### config.mk
export PLATFORM = sky130hd
export DESIGN_NAME = entropy_seq_ctrl
export DESIGN_NICKNAME = d
export VERILOG_FILES = /design/src/rtl/entropy_seq_ctrl.sv
export SDC_FILE = /design/constraint.sdc
export NUM_CORES = 1
export LEC_CHECK = 0
export BUFFER_PORTS_ARGS = -buffer_cell sky130_fd_sc_hd__buf_2
export CAP_MARGIN = 10
export CELL_PAD_IN_SITES_DETAIL_PLACEMENT = 0
export CELL_PAD_IN_SITES_GLOBAL_PLACEMENT = 2
export CORE_MARGIN = 4
export CORE_UTILIZATION = 39
export CTS_BUF_LIST = sky130_fd_sc_hd__clkbuf_4
export DETAILED_ROUTE_END_ITERATION = 16
export PLACE_DENSITY = 0.95
export SYNTH_ARGS = -nofsm -noshare
export SYNTH_HDL_FRONTEND = slang
export SYNTH_SLANG_ARGS = --single-unit
### constraint.sdc
create_clock -name clk -period 4 [get_ports clk]
set_input_delay 0.2 -clock clk [delete_from_list [all_inputs] [get_ports clk]]
set_output_delay 0.2 -clock clk [all_outputs]
set_load 0.03 [all_outputs]
### src/rtl/entropy_seq_ctrl.sv
// rtl/entropy_seq_ctrl.sv - ring-oscillator entropy source sequencer
// Drives clear -> warm-up -> sample-window sequences and reports status to the PIO.
module entropy_seq_ctrl #(
  parameter int NUM_CH  = 4,
  parameter int WARM_W  = 8,
  parameter int WIN_W   = 16,
  parameter int EPOCH_W = 8
) (
  input  logic               clk,
  input  logic               reset_n,
  input  logic [3:0]         out_port,
  input  logic [NUM_CH-1:0]  ch_mask,
  input  logic [WARM_W-1:0]  warmup_len,
  input  logic [WIN_W-1:0]   window_len,
  output logic [5:0]         in_port,
  output logic [NUM_CH-1:0]  ring_osc_enable,
  output logic [NUM_CH-1:0]  entropy_counter_enable,
  output logic               entropy_counter_clear,
  output logic               sample_valid,
  output logic [EPOCH_W-1:0] epoch
);

  typedef enum logic [2:0] {
    S_IDLE   = 3'd0,
    S_CLEAR  = 3'd1,
    S_WARMUP = 3'd2,
    S_SAMPLE = 3'd3,
    S_DONE   = 3'd4
  } state_t;

  state_t             r_state;
  state_t             w_next;
  logic               r_start_q;
  logic               r_osc_force;
  logic               r_abort;
  logic               r_overrun;
  logic               r_sample_valid;
  logic [NUM_CH-1:0]  r_mask;
  logic [WARM_W-1:0]  r_warm;
  logic [WIN_W-1:0]   r_win;
  logic [WIN_W-1:0]   r_cnt;
  logic [WIN_W-1:0]   w_cnt_next;
  logic [WIN_W-1:0]   w_win_len;
  logic [EPOCH_W-1:0] r_epoch;
  logic               w_start_edge;
  logic               w_abort;
  logic               w_latch;
  logic               w_busy;
  logic               w_win_done;

  assign w_abort      = out_port[2];
  assign w_start_edge = out_port[1] & ~r_start_q;
  assign w_win_len    = (r_win == '0) ? WIN_W'(1) : r_win;
  assign w_busy       = (r_state == S_CLEAR) || (r_state == S_WARMUP) || (r_state == S_SAMPLE);
  assign w_win_done   = !w_abort && (r_state == S_SAMPLE) && (r_cnt <= WIN_W'(1));

  always_comb begin
    w_next     = r_state;
    w_cnt_next = r_cnt;
    w_latch    = 1'b0;
    case (r_state)
      S_IDLE: begin
        if (w_start_edge) begin
          w_next  = S_CLEAR;
          w_latch = 1'b1;
        end
      end
      S_CLEAR: begin
        if (r_warm != '0) begin
          w_next     = S_WARMUP;
          w_cnt_next = WIN_W'(r_warm);
        end else begin
          w_next     = S_SAMPLE;
          w_cnt_next = w_win_len;
        end
      end
      S_WARMUP: begin
        if (r_cnt <= WIN_W'(1)) begin
          w_next     = S_SAMPLE;
          w_cnt_next = w_win_len;
        end else begin
          w_cnt_next = r_cnt - WIN_W'(1);
        end
      end
      S_SAMPLE: begin
        if (r_cnt <= WIN_W'(1)) begin
          w_next = S_DONE;
        end else begin
          w_cnt_next = r_cnt - WIN_W'(1);
        end
      end
      S_DONE: begin
        if (out_port[3] || w_start_edge) begin
          w_next  = S_CLEAR;
          w_latch = 1'b1;
        end
      end
      default: w_next = S_IDLE;
    endcase
    // Abort overrides any transition, including a start accepted this cycle.
    if (w_abort) begin
      w_next  = S_IDLE;
      w_latch = 1'b0;
    end
  end

  always_ff @(posedge clk or negedge reset_n) begin
    if (!reset_n) begin
      r_state        <= S_IDLE;
      r_cnt          <= '0;
      r_start_q      <= 1'b1;
      r_osc_force    <= 1'b0;
      r_abort        <= 1'b0;
      r_overrun      <= 1'b0;
      r_sample_valid <= 1'b0;
      r_mask         <= '0;
      r_warm         <= '0;
      r_win          <= '0;
      r_epoch        <= '0;
    end else begin
      r_state        <= w_next;
      r_cnt          <= w_cnt_next;
      r_start_q      <= out_port[1];
      r_osc_force    <= out_port[0];
      r_abort        <= w_abort;
      r_sample_valid <= w_win_done;
      if (w_win_done) begin
        r_epoch <= r_epoch + EPOCH_W'(1);
      end
      if (w_latch) begin
        r_mask <= ch_mask;
        r_warm <= warmup_len;
        r_win  <= window_len;
      end
      // A continuous re-entry into CLEAR is not an accepted start, so overrun survives it.
      if (w_abort || (w_latch && w_start_edge)) begin
        r_overrun <= 1'b0;
      end else if (w_busy && w_start_edge) begin
        r_overrun <= 1'b1;
      end
    end
  end

  assign ring_osc_enable        = r_abort ? '0 :
                                  (r_state == S_IDLE) ? {NUM_CH{r_osc_force}} :
                                  w_busy ? r_mask : '0;
  assign entropy_counter_enable = (!r_abort && (r_state == S_SAMPLE)) ? r_mask : '0;
  assign entropy_counter_clear  = r_abort || (r_state == S_CLEAR);
  assign sample_valid           = r_sample_valid;
  assign epoch                  = r_epoch;
  assign in_port                = {r_overrun, w_busy, (r_state == S_DONE), r_state};

endmodule

== Word level (Yosys, flattened, before mapping) ==
Index checks and enable logic that the tools add are counted.

* Add/sub/neg operators: 2
* Magnitude comparators: 1
* Equal/unequal tests: 9
* Muxes and demuxes: 22
* Bitwise gates (word level): 2
* Reduce and logical (&&, ||, !) cells: 19

{| class="wikitable"
|+ Operators by type and width
! cell !! count
|-
| 16-bit 2-to-1 mux || 4
|-
| 16-bit case mux with 3 select lines || 1
|-
| 16-bit by 1-bit <= comparator with 1-bit output (second input constant) || 1
|-
| 16-bit logical NOT || 1
|-
| 4-bit 2-to-1 mux || 4
|-
| 16-bit by 1-bit subtractor with 16-bit output (second input constant) || 1
|-
| 3-bit 2-to-1 mux || 5
|-
| 3-bit case mux with 5 select lines || 1
|-
| 3-bit by 2-bit != test with 1-bit output (second input constant) || 3
|-
| 8-bit by 1-bit adder with 8-bit output (second input constant) || 1
|-
| 8-bit nonzero test || 1
|-
| 3-bit by 2-bit equality test with 1-bit output (second input constant) || 2
|-
| 1-bit 2-to-1 mux || 6
|-
| 1-bit logical AND || 5
|-
| 1-bit logical OR || 5
|-
| 4-bit AND reduction || 1
|-
| 3-bit by 1-bit equality test with 1-bit output (second input constant) || 1
|-
| 3-bit equality test (second input constant) || 1
|-
| 3-bit logical NOT || 1
|-
| 3-bit != test (second input constant) || 1
|-
| 3-bit nonzero test || 1
|-
| 1-bit logical NOT || 2
|-
| 2-bit != test (second input constant) || 1
|-
| 1-bit case mux with 2 select lines || 1
|-
| other kinds (4) || 4
|}

* Register bits: 60
* Input bits: 34
* Output and inout port bits: 24

== Depth between registers and ports, before layout ==
* Word-level depth: 9
* Mapped depth: 9
* Depth with buffers taken out: 7

== Least setup slack after synthesis ==
OpenSTA, ideal clock, no wires.

* Kind: register to register
* Start: reg r_cnt[2]
* End: reg r_cnt[0]
* Library setup time: 0.139 ns
* Arrival time: 2.206 ns
* Required time: 3.861 ns
* Slack: 1.655 ns
* Stages on the path, launching flop included: 8
* Buffers on the path: 2
* Clock period less this slack: 2.345 ns
* Cell sequence: dfrtp_1 -> buf_6 -> or3_4 -> or4_4 -> buf_6 -> o31a_4 -> a221o_1 -> a2bb2oi_1

* Word-level cells in the longest chain between the ends: 3

{| class="wikitable"
|+ Ends and longest elaborated chain
! item !! RTL line !! text
|-
| from (decl) || 41 || <nowiki>logic [WIN_W-1:0] r_cnt;</nowiki>
|-
| from (signal assigned) || 122 || <nowiki>r_cnt <= w_cnt_next;</nowiki>
|-
| 16-bit by 1-bit <= comparator with 1-bit output (*) || 78, 86 ||
|-
| 16-bit 2-to-1 mux or 2-bit != test (tied branches) || n/a ||
|-
| 16-bit case mux with 3 select lines or 2-bit AND reduction (tied branches) || n/a ||
|}

Mark *: on every way between the ends. The rest lies on a longest branch, timed or not.
A chain may end at the register's enable or synchronous reset.

== Worst setup path in the final report ==
* Start: reg r_cnt[0]
* End: reg r_cnt[11]

* Word-level cells in the longest chain between the ends: 3

{| class="wikitable"
|+ Ends and longest elaborated chain
! item !! RTL line !! text
|-
| 16-bit by 1-bit subtractor with 16-bit output or 16-bit by 1-bit <= comparator with 1-bit output (tied branches) || n/a ||
|-
| 16-bit 2-to-1 mux, or another cell as far along || 86 || <nowiki>if (r_cnt <= WIN_W'(1)) begin</nowiki>
|-
| 16-bit case mux with 3 select lines or 2-bit AND reduction (tied branches) || n/a ||
|}

Several ways; a longest one is shown, not always the timed one. The select of a mux whose other input is x is not followed.

==> impl_summary.log <==
[metrics] result of the run: finished, final reports clean
[metrics] Synth Instances: 303
[metrics] Mapped Avg Cell Area: 10.50 µm²
[metrics] Avg WL per Cell: 16.82 µm
[metrics] HPWL after detailed placement: 5.713 mm
[metrics] final critical delay including setup and external delays: 2.600 ns
[metrics] effective utilization at floorplan: 40.55%
[metrics] largest fanout of any net on the critical path: 7
[metrics] non-filler cells, final: 481
[metrics] number of warnings printed during yosys synthesis: 0
[metrics] required time reported for the critical path endpoint: 4.30 ns
[metrics] Clock power frac: 24.0%
[metrics] final number of max-transition violations: 0
[metrics] instance count after placement with tap cells included: 451
[metrics] fraction of power consumed by sequential logic: 42.3%
[metrics] Worst Setup Start Kind: register
[metrics] number of setup violations in the final report: 0
[metrics] clock-pin slew of the registers on the worst-case setup and hold paths: 0.10 ns
[metrics] switching share of power: 37.38%
[metrics] startpoint of the worst register-to-register path: r_cnt[0]$_DFFE_PN0P_
[metrics] switching power: 848.5 µW
[metrics] Core ar.: 7848 µm²
[metrics] pin count of the biggest net entering global routing: 60
[metrics] share of total power in combinational logic: 33.6%
[metrics] total congestion overflow: 0
[metrics] gr usage total: 17.51%
[metrics] 1st-pass router iterations: 5
[metrics] worst ir drop on vdd: 0.3081 mV
[metrics] area growth from synthesis to layout: 21.59%
[metrics] first-pass GRT wire length: 13.57 mm
[metrics] die footprint: 9668 µm²
[metrics] FF+latch count, synth: 60
[metrics] cell at the root of the clock tree: sky130_fd_sc_hd__clkbuf_4
[metrics] worst slack on hold paths: 0.01972 ns
[metrics] hold path start: ch_mask[3]
[metrics] number of cells traversed by the worst register-to-register path: 7
[metrics] post-route clock period utilization: 65.00%
[metrics] syn nets: 340
[metrics] CTS-repair resized insts: 0
[metrics] Layout Skew: 0.01029 ns
[metrics] reported leakage power: 0.001722 µW
[metrics] Port Buffer Count: 57
[metrics] number of antenna violations at the first check in global routing: 1
[metrics] critical path data arrival time: 2.90 ns
[metrics] deepest level of the CTS H-tree: 3
[metrics] setup_tns: 0 ns
[metrics] count of flip-flops with a built-in enable after synthesis: 0
[metrics] primary flip-flop cell chosen by synthesis mapping: sky130_fd_sc_hd__dfrtp_1
[metrics] worst hold stages: 2
[metrics] worst slew pin tran: 0.9070 ns
[metrics] most congested layer reported by global routing: met2
[metrics] total number of vias: 2712
[metrics] max-capacitance violation count: 0
[metrics] Vias per Instance: 5.638
[metrics] number of DRC violations after detailed routing: 0
[metrics] total standard cell area after synthesis: 3182 µm²
[metrics] capture instance of the worst register-to-register path: r_cnt[11]$_DFFE_PN0P_
[metrics] Global Route met2 Usage: 27.30%
[metrics] CTS tree: done
[metrics] Critical Path Sink Type: register
[metrics] buffer levels on the longest clock path: 2
[metrics] clock latency reported for the late side of the worst-skew pair: 0.41 ns
[metrics] initial drt markers: 237
[metrics] Final nets: 411
[metrics] share of synthesized area occupied by flip-flops and latches: 47.23%
[metrics] final RePlAce weighted congestion: 0.8889
[metrics] Final Hold Viols: 0
[metrics] post-CTS setup-driven buffer insertion count: 0
[metrics] internal power: 1421 µW
[metrics] share of layout cells above drive strength 1: 31.48%
[metrics] Detail Route Antenna Nets: 0
[metrics] Core Rows: 32
[metrics] clock sink count: 60
[metrics] type of the worst setup path: reg2reg
[metrics] highest attainable clock frequency: 384.6 MHz
[metrics] Total Wirelength: 8.091 mm
[metrics] Unique masters post-synth: 60
[metrics] worst rel slew slack: 38.98%
[metrics] ratio of total power to cell area: 586.7 nW/µm²
[metrics] die extent in x: 98.33 µm
[metrics] met1 layer usage reported by global route: 23.92%
[metrics] routing usage on met3: 3.429%
[metrics] Hold WC Path Type: in2reg
[metrics] Die Span Y: 98.33 µm
[metrics] clock buffer count from CTS: 9
[metrics] vias in the first global route: 2640
[metrics] setup slack of the worst register-to-register path: 1.40 ns
[metrics] number of ports placed on the die boundary: 58
[metrics] share of flip-flops with an asynchronous set or reset: 100.0%
[metrics] cts hold-fix bufs: 13
[metrics] end of the worst hold path: r_mask[3]$_DFFE_PN0N_
[metrics] RSZ-0062 raised after global routing: false
## layout make-up
class,count,area [µm²]
Timing Repair Buffer,76,462.9
Clock inverter,5,101.3
Antenna cell,1,2.502
Tap cell,102,127.6
Inverter,6,22.52
Multi-Input combinational cell,221,1574
Sequential cell,60,1503
Fill cell,752,3979
Clock buffer,10,75.07
## Yosys cell counts (2+ instances only)
cell type | n | area share [%]
sky130_fd_sc_hd__or2_2 | 2 | 0.39
sky130_fd_sc_hd__or4_4 | 2 | 0.71
sky130_fd_sc_hd__buf_4 | 2 | 0.47
sky130_fd_sc_hd__nand3_1 | 6 | 0.94
sky130_fd_sc_hd__a22oi_1 | 3 | 0.71
sky130_fd_sc_hd__buf_2 | 2 | 0.31
sky130_fd_sc_hd__mux2_2 | 30 | 11
sky130_fd_sc_hd__ha_1 | 3 | 1.2
sky130_fd_sc_hd__a211oi_1 | 2 | 0.47
sky130_fd_sc_hd__inv_1 | 5 | 0.59
sky130_fd_sc_hd__o21ai_0 | 5 | 0.79
sky130_fd_sc_hd__o21bai_1 | 2 | 0.47
sky130_fd_sc_hd__o31ai_4 | 2 | 1.3
sky130_fd_sc_hd__or3_1 | 5 | 0.98
sky130_fd_sc_hd__xnor2_1 | 7 | 1.9
sky130_fd_sc_hd__nor2_1 | 19 | 2.2
sky130_fd_sc_hd__nand4_1 | 8 | 1.6
sky130_fd_sc_hd__a21o_1 | 2 | 0.47
sky130_fd_sc_hd__nor2b_1 | 2 | 0.39
sky130_fd_sc_hd__and3_1 | 2 | 0.39
sky130_fd_sc_hd__or4_1 | 2 | 0.47
sky130_fd_sc_hd__nand3b_1 | 2 | 0.47
sky130_fd_sc_hd__a31oi_1 | 3 | 0.59
sky130_fd_sc_hd__and2_1 | 7 | 1.4
sky130_fd_sc_hd__o211ai_1 | 5 | 1.2
sky130_fd_sc_hd__a21oi_1 | 11 | 1.7
sky130_fd_sc_hd__nor3_1 | 11 | 1.7
sky130_fd_sc_hd__o21ai_1 | 4 | 0.63
sky130_fd_sc_hd__buf_6 | 2 | 0.71
sky130_fd_sc_hd__a221o_1 | 6 | 1.9
sky130_fd_sc_hd__o22ai_1 | 3 | 0.59
sky130_fd_sc_hd__o31ai_1 | 2 | 0.47
sky130_fd_sc_hd__nor4_1 | 12 | 2.4
sky130_fd_sc_hd__nand2b_1 | 3 | 0.59
sky130_fd_sc_hd__dfrtp_1 | 59 | 46
sky130_fd_sc_hd__nand2_1 | 28 | 3.3
sky130_fd_sc_hd__clkbuf_1 | 9 | 1.1
## per-stage QoR
stage	total power, µW	cell area [µm²]	util [%]	worst slack [ns]
final	2270	3869	49.30	1.400
after floorplan	1494	3182	-	1.655
after CTS	2278	3856	49.14	1.467
after detailed placement	1716	3550	45.23	1.467
after global routing	2420	3869	49.30	1.283
after global placement	1708	3550	45.23	1.491
## metal layers
metal | vias up | wire length [µm]
met4 | 0 | 155
met2 | 97 | 3827
met3 | 14 | 448
met5 | - | 0
li1 | 1275 | -
met1 | 1326 | 3661
## placed cells by master, fill, tap and decap left out, types with 3 or more instances in the layout
master                          instances
sky130_fd_sc_hd__o22ai_1                3
sky130_fd_sc_hd__a21oi_1               11
sky130_fd_sc_hd__dlygate4sd3_1         14
sky130_fd_sc_hd__and2_1                 7
sky130_fd_sc_hd__buf_2                 57
sky130_fd_sc_hd__mux2_2                30
sky130_fd_sc_hd__ha_1                   3
sky130_fd_sc_hd__o21ai_0                5
sky130_fd_sc_hd__nor3_1                11
sky130_fd_sc_hd__a31oi_1                3
sky130_fd_sc_hd__or3_1                  5
sky130_fd_sc_hd__nor2_1                18
sky130_fd_sc_hd__a221o_1                6
sky130_fd_sc_hd__o21ai_1                4
sky130_fd_sc_hd__inv_1                  5
sky130_fd_sc_hd__nand3_1                6
sky130_fd_sc_hd__nand2_1               28
sky130_fd_sc_hd__a22oi_1                3
sky130_fd_sc_hd__clkbuf_4              10
sky130_fd_sc_hd__nand2b_1               3
sky130_fd_sc_hd__dfrtp_1               59
sky130_fd_sc_hd__buf_4                  5
sky130_fd_sc_hd__xnor2_1                7
sky130_fd_sc_hd__bufinv_16              3
sky130_fd_sc_hd__nor4_1                12
sky130_fd_sc_hd__o211ai_1               5
sky130_fd_sc_hd__nand4_1                8
## power groups by stage
stage | clock (µW) | sequential (µW) | combinational, µW
after CTS | 562 | 961 | 755
after global routing | 587 | 991 | 842
after detailed placement | 0 | 973 | 743
after floorplan | 0 | 911 | 583
after global placement | 0 | 969 | 740
final | 545 | 961 | 764
## worst max-delay path, stage by stage (launching register included)
cell and delay [ns]:
sky130_fd_sc_hd__dfrtp_1 0.43, sky130_fd_sc_hd__inv_1 0.11, sky130_fd_sc_hd__ha_1 0.29, sky130_fd_sc_hd__nor2_1 0.12
sky130_fd_sc_hd__or4_4 0.65, sky130_fd_sc_hd__o31ai_4 0.39, sky130_fd_sc_hd__o21ai_1 0.14, sky130_fd_sc_hd__a221o_1 0.36
## flip-flops by register name (all words and copies together), names as in the netlist
name and cells:
r_osc_force 1, epoch 8, r_cnt 16, r_mask 4, r_warm 8, r_abort 1, r_win 16, sample_valid 1
r_state 3, r_overrun 1, r_start_q 1
## logic make-up after synthesis
kind of cell / synth area share [%]
flip-flops: 47.23
AND/OR/NAND/NOR: 19.98
AO/OA/AOI/OAI: 15.10
multiplexers: 10.93
buffers and inverters: 3.381
adder cells (fa/ha/maj): 1.180
XOR/XNOR: 2.202
## worst max-delay path by stage
stage | startpoint | cells past startpoint | slack, ns | to
global placement | r_cnt[0]$_DFFE_PN0P_ | 7 | 1.49 | r_cnt[11]$_DFFE_PN0P_
finish | r_cnt[0]$_DFFE_PN0P_ | 7 | 1.40 | r_cnt[11]$_DFFE_PN0P_
detailed placement | r_cnt[0]$_DFFE_PN0P_ | 7 | 1.47 | r_cnt[11]$_DFFE_PN0P_
floorplan | r_cnt[2]$_DFFE_PN0P_ | 7 | 1.65 | r_cnt[0]$_DFFE_PN0P_
global route | r_cnt[0]$_DFFE_PN0P_ | 7 | 1.28 | r_cnt[7]$_DFFE_PN0P_
CTS | r_cnt[0]$_DFFE_PN0P_ | 7 | 1.47 | r_cnt[7]$_DFFE_PN0P_
Note: power is estimated with default switching activity, not from simulation.
